[src/rtl/act_fifo_rd_arb_pkg.sv]
// Shared constants and types for the activation FIFO read-side drainer.
package act_fifo_rd_arb_pkg;

  localparam int DATA_WIDTH = 64;
  localparam int RD_NUM     = 2;
  localparam int BUF_DEPTH  = 2;
  localparam int CNT_W      = $clog2(BUF_DEPTH + 1);
  localparam int CRED_W     = CNT_W + 1;

  function automatic int id_width(input int n);
    return (n > 1) ? $clog2(n) : 1;
  endfunction

  localparam int RD_ID_W = id_width(RD_NUM);

  // {write, dequeue} seen by one output buffer in a cycle
  typedef enum logic [1:0] {
    BUF_IDLE  = 2'b00,
    BUF_RD    = 2'b01,
    BUF_WR    = 2'b10,
    BUF_WR_RD = 2'b11
  } buf_op_e;

endpackage

[src/rtl/act_fifo_rd_arb_if.sv]
// FIFO-side and PE-side stream bundle of the drainer; master is the drainer.
interface act_fifo_rd_arb_if #(
  parameter int DATA_WIDTH = act_fifo_rd_arb_pkg::DATA_WIDTH,
  parameter int RD_NUM     = act_fifo_rd_arb_pkg::RD_NUM
);
  logic [RD_NUM-1:0]            fifo_empty;
  logic [RD_NUM-1:0]            fifo_pop;
  logic [DATA_WIDTH-1:0]        fifo_data;
  logic [RD_NUM-1:0]            out_vld;
  logic [RD_NUM-1:0]            out_rdy;
  logic [RD_NUM*DATA_WIDTH-1:0] out_data;

  modport master (input fifo_empty, fifo_data, out_rdy,
                  output fifo_pop, out_vld, out_data);
  modport slave  (output fifo_empty, fifo_data, out_rdy,
                  input fifo_pop, out_vld, out_data);
endinterface

[src/rtl/act_rd_skid_buf.sv]
// Two-entry per-reader output buffer with a registered head word.
module act_rd_skid_buf
  import act_fifo_rd_arb_pkg::*;
#(
  parameter int DATA_WIDTH = act_fifo_rd_arb_pkg::DATA_WIDTH
) (
  input  logic                  clk,
  input  logic                  rst_n,
  input  logic                  i_clr,
  input  logic                  i_wr_en,
  input  logic [DATA_WIDTH-1:0] i_wr_data,
  input  logic                  i_rd_rdy,
  output logic                  o_vld,
  output logic [DATA_WIDTH-1:0] o_data,
  output logic [CNT_W-1:0]      o_cnt
);

  logic [DATA_WIDTH-1:0] r_head;
  logic [DATA_WIDTH-1:0] r_tail;
  logic [CNT_W-1:0]      r_cnt;
  logic                  w_deq;
  buf_op_e               w_op;

  assign w_deq = i_rd_rdy && (r_cnt != '0);
  assign w_op  = buf_op_e'({i_wr_en, w_deq});

  // NOTE: the data words are reset too, not just the count, because the head drives out_data and must read 0 after reset.
  always_ff @(posedge clk or negedge rst_n) begin
    if (!rst_n) begin
      r_head <= '0;
      r_tail <= '0;
      r_cnt  <= '0;
    end else if (i_clr) begin
      r_head <= '0;
      r_tail <= '0;
      r_cnt  <= '0;
    end else begin
      case (w_op)
        BUF_WR: begin
          if (r_cnt == '0) r_head <= i_wr_data;
          else             r_tail <= i_wr_data;
          r_cnt <= r_cnt + 1'b1;
        end
        BUF_RD: begin
          if (r_cnt == CNT_W'(BUF_DEPTH)) r_head <= r_tail;
          r_cnt <= r_cnt - 1'b1;
        end
        BUF_WR_RD: begin
          // cnt=1 replaces the head; cnt=2 shifts and appends
          if (r_cnt == CNT_W'(1)) begin
            r_head <= i_wr_data;
          end else begin
            r_head <= r_tail;
            r_tail <= i_wr_data;
          end
        end
        default: ;
      endcase
    end
  end

  assign o_vld  = (r_cnt != '0);
  assign o_data = r_head;
  assign o_cnt  = r_cnt;

  a_no_overflow: assert property (@(posedge clk) disable iff (!rst_n)
    !(i_wr_en && !i_clr && (r_cnt == CNT_W'(BUF_DEPTH)) && !w_deq));

endmodule

[src/rtl/act_fifo_rd_arb.sv]
// Activation FIFO read drainer: one pop per cycle, 1-cycle SRAM latency, per-reader 2-entry buffers.
// Define ACT_RD_ARB_FIXED_PRI_EN for lowest-index-wins priority instead of round-robin.
module act_fifo_rd_arb
  import act_fifo_rd_arb_pkg::*;
#(
  parameter int DATA_WIDTH = act_fifo_rd_arb_pkg::DATA_WIDTH,
  parameter int RD_NUM     = act_fifo_rd_arb_pkg::RD_NUM,
  parameter int RD_ID_W    = id_width(RD_NUM)
) (
  input  logic                clk,
  input  logic                rst_n,
  input  logic                Reset,
  act_fifo_rd_arb_if.master   bus
);

  logic                              r_inflight_vld;
  logic [RD_ID_W-1:0]                r_inflight_id;
  logic [RD_NUM-1:0]                 w_vld;
  logic [RD_NUM-1:0]                 w_deq;
  logic [RD_NUM-1:0]                 w_hit;
  logic [RD_NUM-1:0]                 w_wr_en;
  logic [RD_NUM-1:0]                 w_elig;
  logic [RD_NUM-1:0]                 w_pop;
  logic [RD_NUM-1:0][CNT_W-1:0]      w_cnt;
  logic [RD_NUM-1:0][DATA_WIDTH-1:0] w_out_data;
  logic                              w_gnt_vld;
  logic [RD_ID_W-1:0]                w_gnt_id;
  logic                              w_fire;

  for (genvar gi = 0; gi < RD_NUM; gi++) begin : g_rd
    logic [CRED_W-1:0] w_cred_next;

    assign w_deq[gi]   = w_vld[gi] && bus.out_rdy[gi];
    assign w_hit[gi]   = r_inflight_vld && (r_inflight_id == RD_ID_W'(gi));
    assign w_wr_en[gi] = w_hit[gi] && !Reset;
    // Credit after this cycle's dequeue: a draining full buffer may be granted
    assign w_cred_next = CRED_W'(w_cnt[gi]) - CRED_W'(w_deq[gi]) + CRED_W'(w_hit[gi]);
    assign w_elig[gi]  = !bus.fifo_empty[gi] && (w_cred_next < CRED_W'(BUF_DEPTH));

    act_rd_skid_buf #(.DATA_WIDTH(DATA_WIDTH)) u_buf (
      .clk       (clk),
      .rst_n     (rst_n),
      .i_clr     (Reset),
      .i_wr_en   (w_wr_en[gi]),
      .i_wr_data (bus.fifo_data),
      .i_rd_rdy  (bus.out_rdy[gi]),
      .o_vld     (w_vld[gi]),
      .o_data    (w_out_data[gi]),
      .o_cnt     (w_cnt[gi])
    );
  end

`ifndef ACT_RD_ARB_FIXED_PRI_EN
  logic [RD_ID_W-1:0] r_rr_ptr;

  always_ff @(posedge clk or negedge rst_n) begin
    if (!rst_n) begin
      r_rr_ptr <= '0;
    end else if (Reset) begin
      r_rr_ptr <= '0;
    end else if (w_fire) begin
      r_rr_ptr <= (w_gnt_id == RD_ID_W'(RD_NUM - 1)) ? '0 : w_gnt_id + 1'b1;
    end
  end
`endif

  // NOTE: every output of this block is defaulted before the search loop, so no path leaves it unassigned and no latch is inferred.
  always_comb begin
    logic [RD_ID_W-1:0] idx;
    w_gnt_vld = 1'b0;
    w_gnt_id  = '0;
    idx       = '0;
    for (int k = 0; k < RD_NUM; k++) begin
`ifdef ACT_RD_ARB_FIXED_PRI_EN
      idx = RD_ID_W'(k);
`else
      idx = RD_ID_W'((int'(r_rr_ptr) + k) % RD_NUM);
`endif
      if (!w_gnt_vld && w_elig[idx]) begin
        w_gnt_vld = 1'b1;
        w_gnt_id  = idx;
      end
    end
  end

  assign w_fire = w_gnt_vld && !Reset;
  assign w_pop  = w_fire ? (RD_NUM'(1) << w_gnt_id) : '0;

  always_ff @(posedge clk or negedge rst_n) begin
    if (!rst_n) begin
      r_inflight_vld <= 1'b0;
      r_inflight_id  <= '0;
    end else if (Reset) begin
      r_inflight_vld <= 1'b0;
      r_inflight_id  <= '0;
    end else begin
      r_inflight_vld <= w_fire;
      if (w_fire) r_inflight_id <= w_gnt_id;
    end
  end

  assign bus.fifo_pop = w_pop;
  assign bus.out_vld  = w_vld;
  assign bus.out_data = w_out_data;

  a_no_empty_pop: assert property (@(posedge clk) disable iff (!rst_n)
    (w_pop & bus.fifo_empty) == '0);

endmodule

[src/flat_wrapper.sv]
// flat-port wrapper written by rule: the top's interface ports become plain ports
module act_fifo_rd_arb_flat import act_fifo_rd_arb_pkg::*;
#(
  parameter int DATA_WIDTH = act_fifo_rd_arb_pkg::DATA_WIDTH,
  parameter int RD_NUM     = act_fifo_rd_arb_pkg::RD_NUM,
  parameter int RD_ID_W    = id_width(RD_NUM)
)
  (clk, rst_n, Reset, bus_fifo_empty, bus_fifo_data, bus_out_rdy, bus_fifo_pop, bus_out_vld, bus_out_data);
  act_fifo_rd_arb_if #(.DATA_WIDTH(DATA_WIDTH), .RD_NUM(RD_NUM)) bus_i ();
  input  logic clk;
  input  logic rst_n;
  input  logic Reset;
  input wire logic [$bits(bus_i.fifo_empty)-1:0] bus_fifo_empty;
  input wire logic [$bits(bus_i.fifo_data)-1:0] bus_fifo_data;
  input wire logic [$bits(bus_i.out_rdy)-1:0] bus_out_rdy;
  output wire logic [$bits(bus_i.fifo_pop)-1:0] bus_fifo_pop;
  output wire logic [$bits(bus_i.out_vld)-1:0] bus_out_vld;
  output wire logic [$bits(bus_i.out_data)-1:0] bus_out_data;
  assign bus_i.fifo_empty = bus_fifo_empty;
  assign bus_i.fifo_data = bus_fifo_data;
  assign bus_i.out_rdy = bus_out_rdy;
  assign bus_fifo_pop = bus_i.fifo_pop;
  assign bus_out_vld = bus_i.out_vld;
  assign bus_out_data = bus_i.out_data;
  act_fifo_rd_arb #(.DATA_WIDTH(DATA_WIDTH), .RD_NUM(RD_NUM), .RD_ID_W(RD_ID_W)) u_core (.clk(clk), .rst_n(rst_n), .Reset(Reset), .bus(bus_i));
endmodule
[config.mk]
export PLATFORM = sky130hd
export DESIGN_NAME = act_fifo_rd_arb_flat
export DESIGN_NICKNAME = d
export VERILOG_FILES = /design/src/rtl/act_fifo_rd_arb_pkg.sv /design/src/rtl/act_fifo_rd_arb_if.sv /design/src/rtl/act_rd_skid_buf.sv /design/src/rtl/act_fifo_rd_arb.sv /design/src/flat_wrapper.sv
export SDC_FILE = /design/constraint.sdc
export NUM_CORES = 1
export LEC_CHECK = 0
export CAP_MARGIN = 20
export CORE_MARGIN = 8
export CORE_UTILIZATION = 47
export CTS_CLUSTER_SIZE = 24
export DETAILED_ROUTE_END_ITERATION = 12
export HOLD_SLACK_MARGIN = 0.03
export PLACE_DENSITY = 0.73
export SYNTH_ARGS = -nofsm -noshare
export SYNTH_HDL_FRONTEND = slang
export SYNTH_HIERARCHICAL = 1
export SYNTH_SLANG_ARGS = --single-unit
[constraint.sdc]
create_clock -name clk -period 2.5 [get_ports clk]
set_input_delay 0.375 -clock clk [delete_from_list [all_inputs] [get_ports clk]]
set_output_delay 0.375 -clock clk [all_outputs]
set_load 0.03 [all_outputs]
==> qor.yml, run 1 <==
cts_tree: "built"
end_kind: "output pin"
num_io_pins: 203
crit_chain: "inv_2 > ha_4 > inv_8 > and2_4 > ha_4 > nor2_2 > nand2_1 > fa_2 > xor2_4 > buf_6 > nor3b_4 > and2_4 > buf_6"
crit_arrival_ns: 2.82
synth_ff_type: "dfrtp_1"
final_common_cell: "dfrtp_1"
cts_made_buffers: 28
ys_seq_area_share_pct: 59.2
synth-edff-count: 0
hold_violations: 0
gp_congestion: 0.780
path_clk_slew_ns: 0.06
outcome: "finished, violations left"
die-area_um2: 28900
vias: 7942
required_ns: 2.12
relSlewSlack_pct: 57.0
fin_ws_ns: -0.697
n_fill_cell: 1766
antenna_found_initial: 3
setup_violations: 2
cp_max_fo: 2
die_height_um: 170
cts_root_buf: "clkbuf_16"
async_flop_share_pct: 100
routedWlPerCell_um: 22.8
synth-seq-cells: 263
final-max-slew-violation-count: 0
p_total_mw: 13.6
core-area_um2: 23300
placed_cells: 1300
tightest_slew_ns: 0.645
wl_met3_um: 2280
initial_core_util_pct: 47.7
cts.sinks: 263
synth_cells: 795
path_buf_inv: 4
slowest_delay_ns: 0.41
wirelength_um: 31000
final_cells: 1359
syn_nets: 878
die_w_um: 170
path_delay_family: "adder cells"
syn-cell-area_um2: 11100
clock_latency_ns: 0.53
finalNetCount: 1103
p_leak_nw: 7.31
fmax_ghz: 0.313
syn2layout_area_growth_pct: 34.5
grtUsageTotal_pct: 21.5
grt-ovfl-total: 0
drc: 0
reg2regPathDepth: 11
highest_layer: "met5"
period_needed_ns: 3.20
wl_met2_um: 14600
crit_type: "flop to output pin"
hold_class: "primary input to async pin"
finalClockSkew_ns: 0.0126
whs_ns: 0.453
grt_pass1_vias: 8550
slowest_stage: "dfrtp_2"
ir_worst_vdd_mv: 0.633
synth_cell_types: 43
fin_crit_sh_pct: 128
path_depth: 13
rsz0062_at_grt: "yes"
powerDensity_nw_per_um2: 912
clock_path_buffers: 3
yosys_warnings: 6
layout-drive-gt1-share_pct: 14.1
ant_nets: 0
maxCapViolCount: 0
grt_pass1_wl_um: 49400
wl_met1_um: 13600
cts_htree_levels: 1
grt_max_degree: 83
placementRows: 56
post-route-util_pct: 64.1
io_buffers: 202
syn_area_per_cell_um2: 14.0
drtPass1Iterations: 6
layout_common_cells: "262 x dfrtp_1, 199 x clkdlybuf4s50_1, 128 x mux2i_1, 128 x o2bb2ai_1, 128 x a22o_1"
failed_checks: "setup timing"
cp-start-kind: "flop"
hpwl_um: 18700
drt_iter0_markers: 493
via_per_inst: 5.84
[sequential cells by signal, indices dropped and copies added (netlist names)]
signal / flops
u_core/r_inflight_vld: 1
u_core/g_rd.u_buf/r_tail: 128
u_core/g_rd.u_buf/o_cnt: 4
u_core/g_rd.u_buf/o_data: 128
u_core/r_rr_ptr: 1
u_core/r_inflight_id: 1
[cells by family after synthesis]
logic type / Yosys count / synth area share [%]
compound gates: 270 / 21.3
flops: 263 / 59.2
mux: 128 / 11.5
buf+inv: 77 / 3.95
simple gates: 39 / 2.13
fa+ha+maj: 12 / 1.48
xor+xnor: 6 / 0.472
[final timing paths]
kind / startpoint / endpoint / slack, ns
worst max-delay path: u_core/g_rd[0].u_buf/o_cnt[1] / bus_fifo_pop[0] / -0.70
worst min-delay path: rst_n / u_core/g_rd[0].u_buf/r_tail[51] / 0.45
worst max register to register: u_core/g_rd[1].u_buf/o_cnt[0] / u_core/r_inflight_id / 0.08
worst min register to register: u_core/g_rd[0].u_buf/o_data[37] / u_core/g_rd[0].u_buf/o_data[37] / 0.49
max in group asynchronous: rst_n / u_core/g_rd[0].u_buf/o_cnt[1] / 1.34
min in group clk: u_core/g_rd[0].u_buf/o_data[37] / u_core/g_rd[0].u_buf/o_data[37] / 0.49
[through the flow]
| stage | setup TNS [ns] | cell area, um^2 | setup slack (ns) |
|---|---|---|---|
| 4_1_cts | -1.44 | 14900 | -0.728 |
| 3_3_place_gp | -1.43 | 13900 | -0.803 |
| 2_1_floorplan | -0.337 | 11300 | -0.174 |
| 5_1_grt | -1.65 | 15000 | -0.827 |
| 3_5_place_dp | -1.72 | 13900 | -0.843 |
| 6_report | -1.38 | 15000 | -0.697 |
[layout make-up]
type | instances | area, um^2 | area share, %
Timing Repair Buffer | 264 | 2740 | 18.3
Multi-Input combinational cell | 455 | 4300 | 28.8
Tap cell | 319 | 399 | 2.67
Sequential cell | 263 | 6580 | 44.0
Clock buffer | 40 | 817 | 5.46
Clock inverter | 9 | 76.3 | 0.510
Inverter | 8 | 42.5 | 0.284
Antenna cell | 1 | 2.50 | 0.0167
[timing repair]
action,CTS,global route
hold buffers,1,0
buffers inserted,4,6
hold endpoints to repair,74,0
pin swaps,4,5
resized for setup,13,3
setup endpoints to repair,2,4
[cells in the mapped netlist, drive strengths merged (4+ instances only)]
master | count | area [um^2]
a22o | 128 | 1120
nand2b | 4 | 32.5
nor2b | 4 | 25.0
nor2 | 9 | 38.8
inv | 8 | 30.0
dfrtp | 263 | 6580
mux2i | 128 | 1280
ha | 10 | 125
o2bb2ai | 128 | 1120
buf | 68 | 405
xnor2 | 5 | 43.8
nand2 | 10 | 47.6
[power by group]
part           total (mW)  switching (mW)  internal, mW  leakage [nW]
Clock                4.00            1.64          2.36         0.442
Sequential           4.96           0.282          4.68          3.65
Combinational        4.69            2.54          2.14          3.22
[layer usage]
layer | global-route usage, % | up-vias
li1 | - | 3506
met4 | 4.42 | 6
met2 | 35.1 | 271
met5 | 0 | -
met1 | 29.2 | 4119
met3 | 4.52 | 40
No activity file was read; power rests on OpenSTA's default activity.
==> run 2, diff against run 1 <==
--- a/config.mk
+++ b/config.mk
@@ -6,11 +6,10 @@
 export NUM_CORES = 1
 export LEC_CHECK = 0
 export CAP_MARGIN = 20
-export CORE_MARGIN = 8
 export CORE_UTILIZATION = 47
 export CTS_CLUSTER_SIZE = 24
 export DETAILED_ROUTE_END_ITERATION = 12
-export HOLD_SLACK_MARGIN = 0.03
+export HOLD_SLACK_MARGIN = 0.06
 export PLACE_DENSITY = 0.73
 export SYNTH_ARGS = -nofsm -noshare
 export SYNTH_HDL_FRONTEND = slang
==> run 2 against run 1 <==
The run still ends with setup timing left. Count of clock-buffer cells in the layout shrank 1. Cell count is 1.0% lower. Fmax fell by 1.3%. Final area decreased by 0.80%. Die area shrank 16%. Non-clock buffer count shrank 5. Worst setup slack worse by 0.041 ns. Global-route usage up 3.1 points. Critical path depth unchanged. First-iteration DRC count decreased by 12%. Core utilization increased by 0.64 points. Total power decreased by 2.0%.
==> qor.yml, run 2 (synthesis gave the netlist of run 1 again) <==
num_io_pins: 203
ant_nets: 0
wirelength_um: 29300
p_leak_nw: 7.25
gp_congestion: 0.759
grt_pass1_vias: 8404
fin_ws_ns: -0.738
grt_pass1_wl_um: 47000
powerDensity_nw_per_um2: 901
syn2layout_area_growth_pct: 33.4
grtUsageTotal_pct: 24.5
end_kind: "output pin"
routedWlPerCell_um: 21.8
hold_class: "primary input to async pin"
ff_latch_area_um2: 6580
hold_violations: 0
cts_root_buf: "clkbuf_16"
grt_max_degree: 61
clock_path_buffers: 3
die_height_um: 156
grt-ovfl-total: 0
timing.rr.end: "u_core/r_inflight_id"
drtPass1Iterations: 5
relSlewSlack_pct: 66.5
crit_arrival_ns: 2.86
final-max-slew-violation-count: 0
setup_violations: 2
drt_iter0_markers: 435
path_clk_slew_ns: 0.06
cp_max_fo: 2
placed_cells: 1292
cts_tree: "built"
maxCapViolCount: 0
finalClockSkew_ns: 0.0122
multi_input_area_um2: 4290
final_cells: 1345
setup_tns_ns: -1.43
reg2regPathDepth: 12
worstSetupStartpoint: "u_core/g_rd[0].u_buf/o_cnt[1]"
cts_made_buffers: 27
cts.sinks: 263
vias: 7945
ir_worst_vdd_mv: 0.534
drc: 0
r2r_setup_slack_ns: 0.06
n_fill_cell: 1724
failed_checks: "setup timing"
final_common_cell: "dfrtp_1"
required_ns: 2.12
via_per_inst: 5.91
clock_latency_ns: 0.52
hpwl_um: 17400
rsz0062_at_grt: "yes"
outcome: "finished, violations left"
die-area_um2: 24300
cts_htree_levels: 1
fmax_ghz: 0.309
fin_crit_sh_pct: 130
die_w_um: 156
tightest_slew_ns: 0.502
r2r_start: "u_core/g_rd[0].u_buf/o_cnt[1]"
finalNetCount: 1097
initial_core_util_pct: 48.6
layout-drive-gt1-share_pct: 13.2
core-area_um2: 22900
io_buffers: 202
layout_common_cells: "262 x dfrtp_1, 199 x clkdlybuf4s50_1, 128 x mux2i_1, 128 x o2bb2ai_1, 128 x a22o_1"
antenna_found_initial: 1
period_needed_ns: 3.24
critPathCapture: "bus_fifo_pop[0]"
crit_type: "flop to output pin"
placementRows: 55
cp-start-kind: "flop"
[run 2: cell count changes in the layout (fill, tap and decap cells not counted), sizes merged]
| cell | change |
|---|---|
| inv | +1 |
| clkinv | -3 |
| clkbuf | -1 |
| buf | -5 |
[run 2: final cells by class]
class,count,area share [%]
Sequential cell,263,44.4
Multi-Input combinational cell,455,28.9
Timing Repair Buffer,259,18.1
Clock buffer,39,5.26
Tap cell,313,2.64
Clock inverter,7,0.447
Inverter,8,0.287
Antenna cell,1,0.0169
[run 2: repair_timing]
action                     in CTS  in global routing
hold endpoints to repair       55                  0
gates cloned                    0                  0
buffers inserted                3                  5
hold buffers                    1                  0
setup endpoints to repair       2                  4
gates resized for setup         8                  5
pin swaps                       4                  4
[run 2: worst min path at each step]
stage                                            to  slack (ns)  cells past startpoint
floorplan             u_core/g_rd[0].u_buf/o_cnt[0]        0.08                      0
global placement    u_core/g_rd[0].u_buf/r_tail[54]        0.35                      1
detailed placement  u_core/g_rd[0].u_buf/r_tail[54]        0.35                      1
CTS                 u_core/g_rd[1].u_buf/o_data[53]        0.39                      2
global route        u_core/g_rd[1].u_buf/o_data[53]        0.40                      2
finish              u_core/g_rd[1].u_buf/o_data[53]        0.38                      2
[run 2: where the power goes]
part	leakage [nW]	switching [mW]	internal (mW)
clock	0.417	1.61	2.26
sequential	3.65	0.295	4.68
combinational	3.19	2.47	2.07
[run 2: critical path, stage by stage, from the launching register on]
cell and delay [ns]:
dfrtp_2 0.41, inv_2 0.08, ha_4 0.17, inv_8 0.03, and2_4 0.13, ha_4 0.20, nor2_1 0.08, nand2_1 0.09
fa_2 0.39, xor2_4 0.18, buf_6 0.13, nor3b_4 0.19, and2_4 0.17, buf_6 0.12
[run 2: through the flow]
stage | instance area [um^2] | power, mW | utilization (%) | setup WS (ns) | hold slack [ns]
floorplan | 11300 | 7.70 | - | -0.174 | 0.0794
global placement | 13900 | 9.37 | 60.7 | -0.823 | 0.352
global route | 14800 | 14.0 | 64.8 | -0.862 | 0.404
detailed placement | 13900 | 9.45 | 60.7 | -0.844 | 0.350
CTS | 14800 | 13.4 | 64.6 | -0.762 | 0.388
finish | 14800 | 13.4 | 64.8 | -0.738 | 0.378
[run 2: metal layers]
layer	GRT usage (%)	part of all wire, %
met4	5.88	1.8
met5	0	0
met1	34.7	46
met2	39.9	47
met3	3.67	5.4
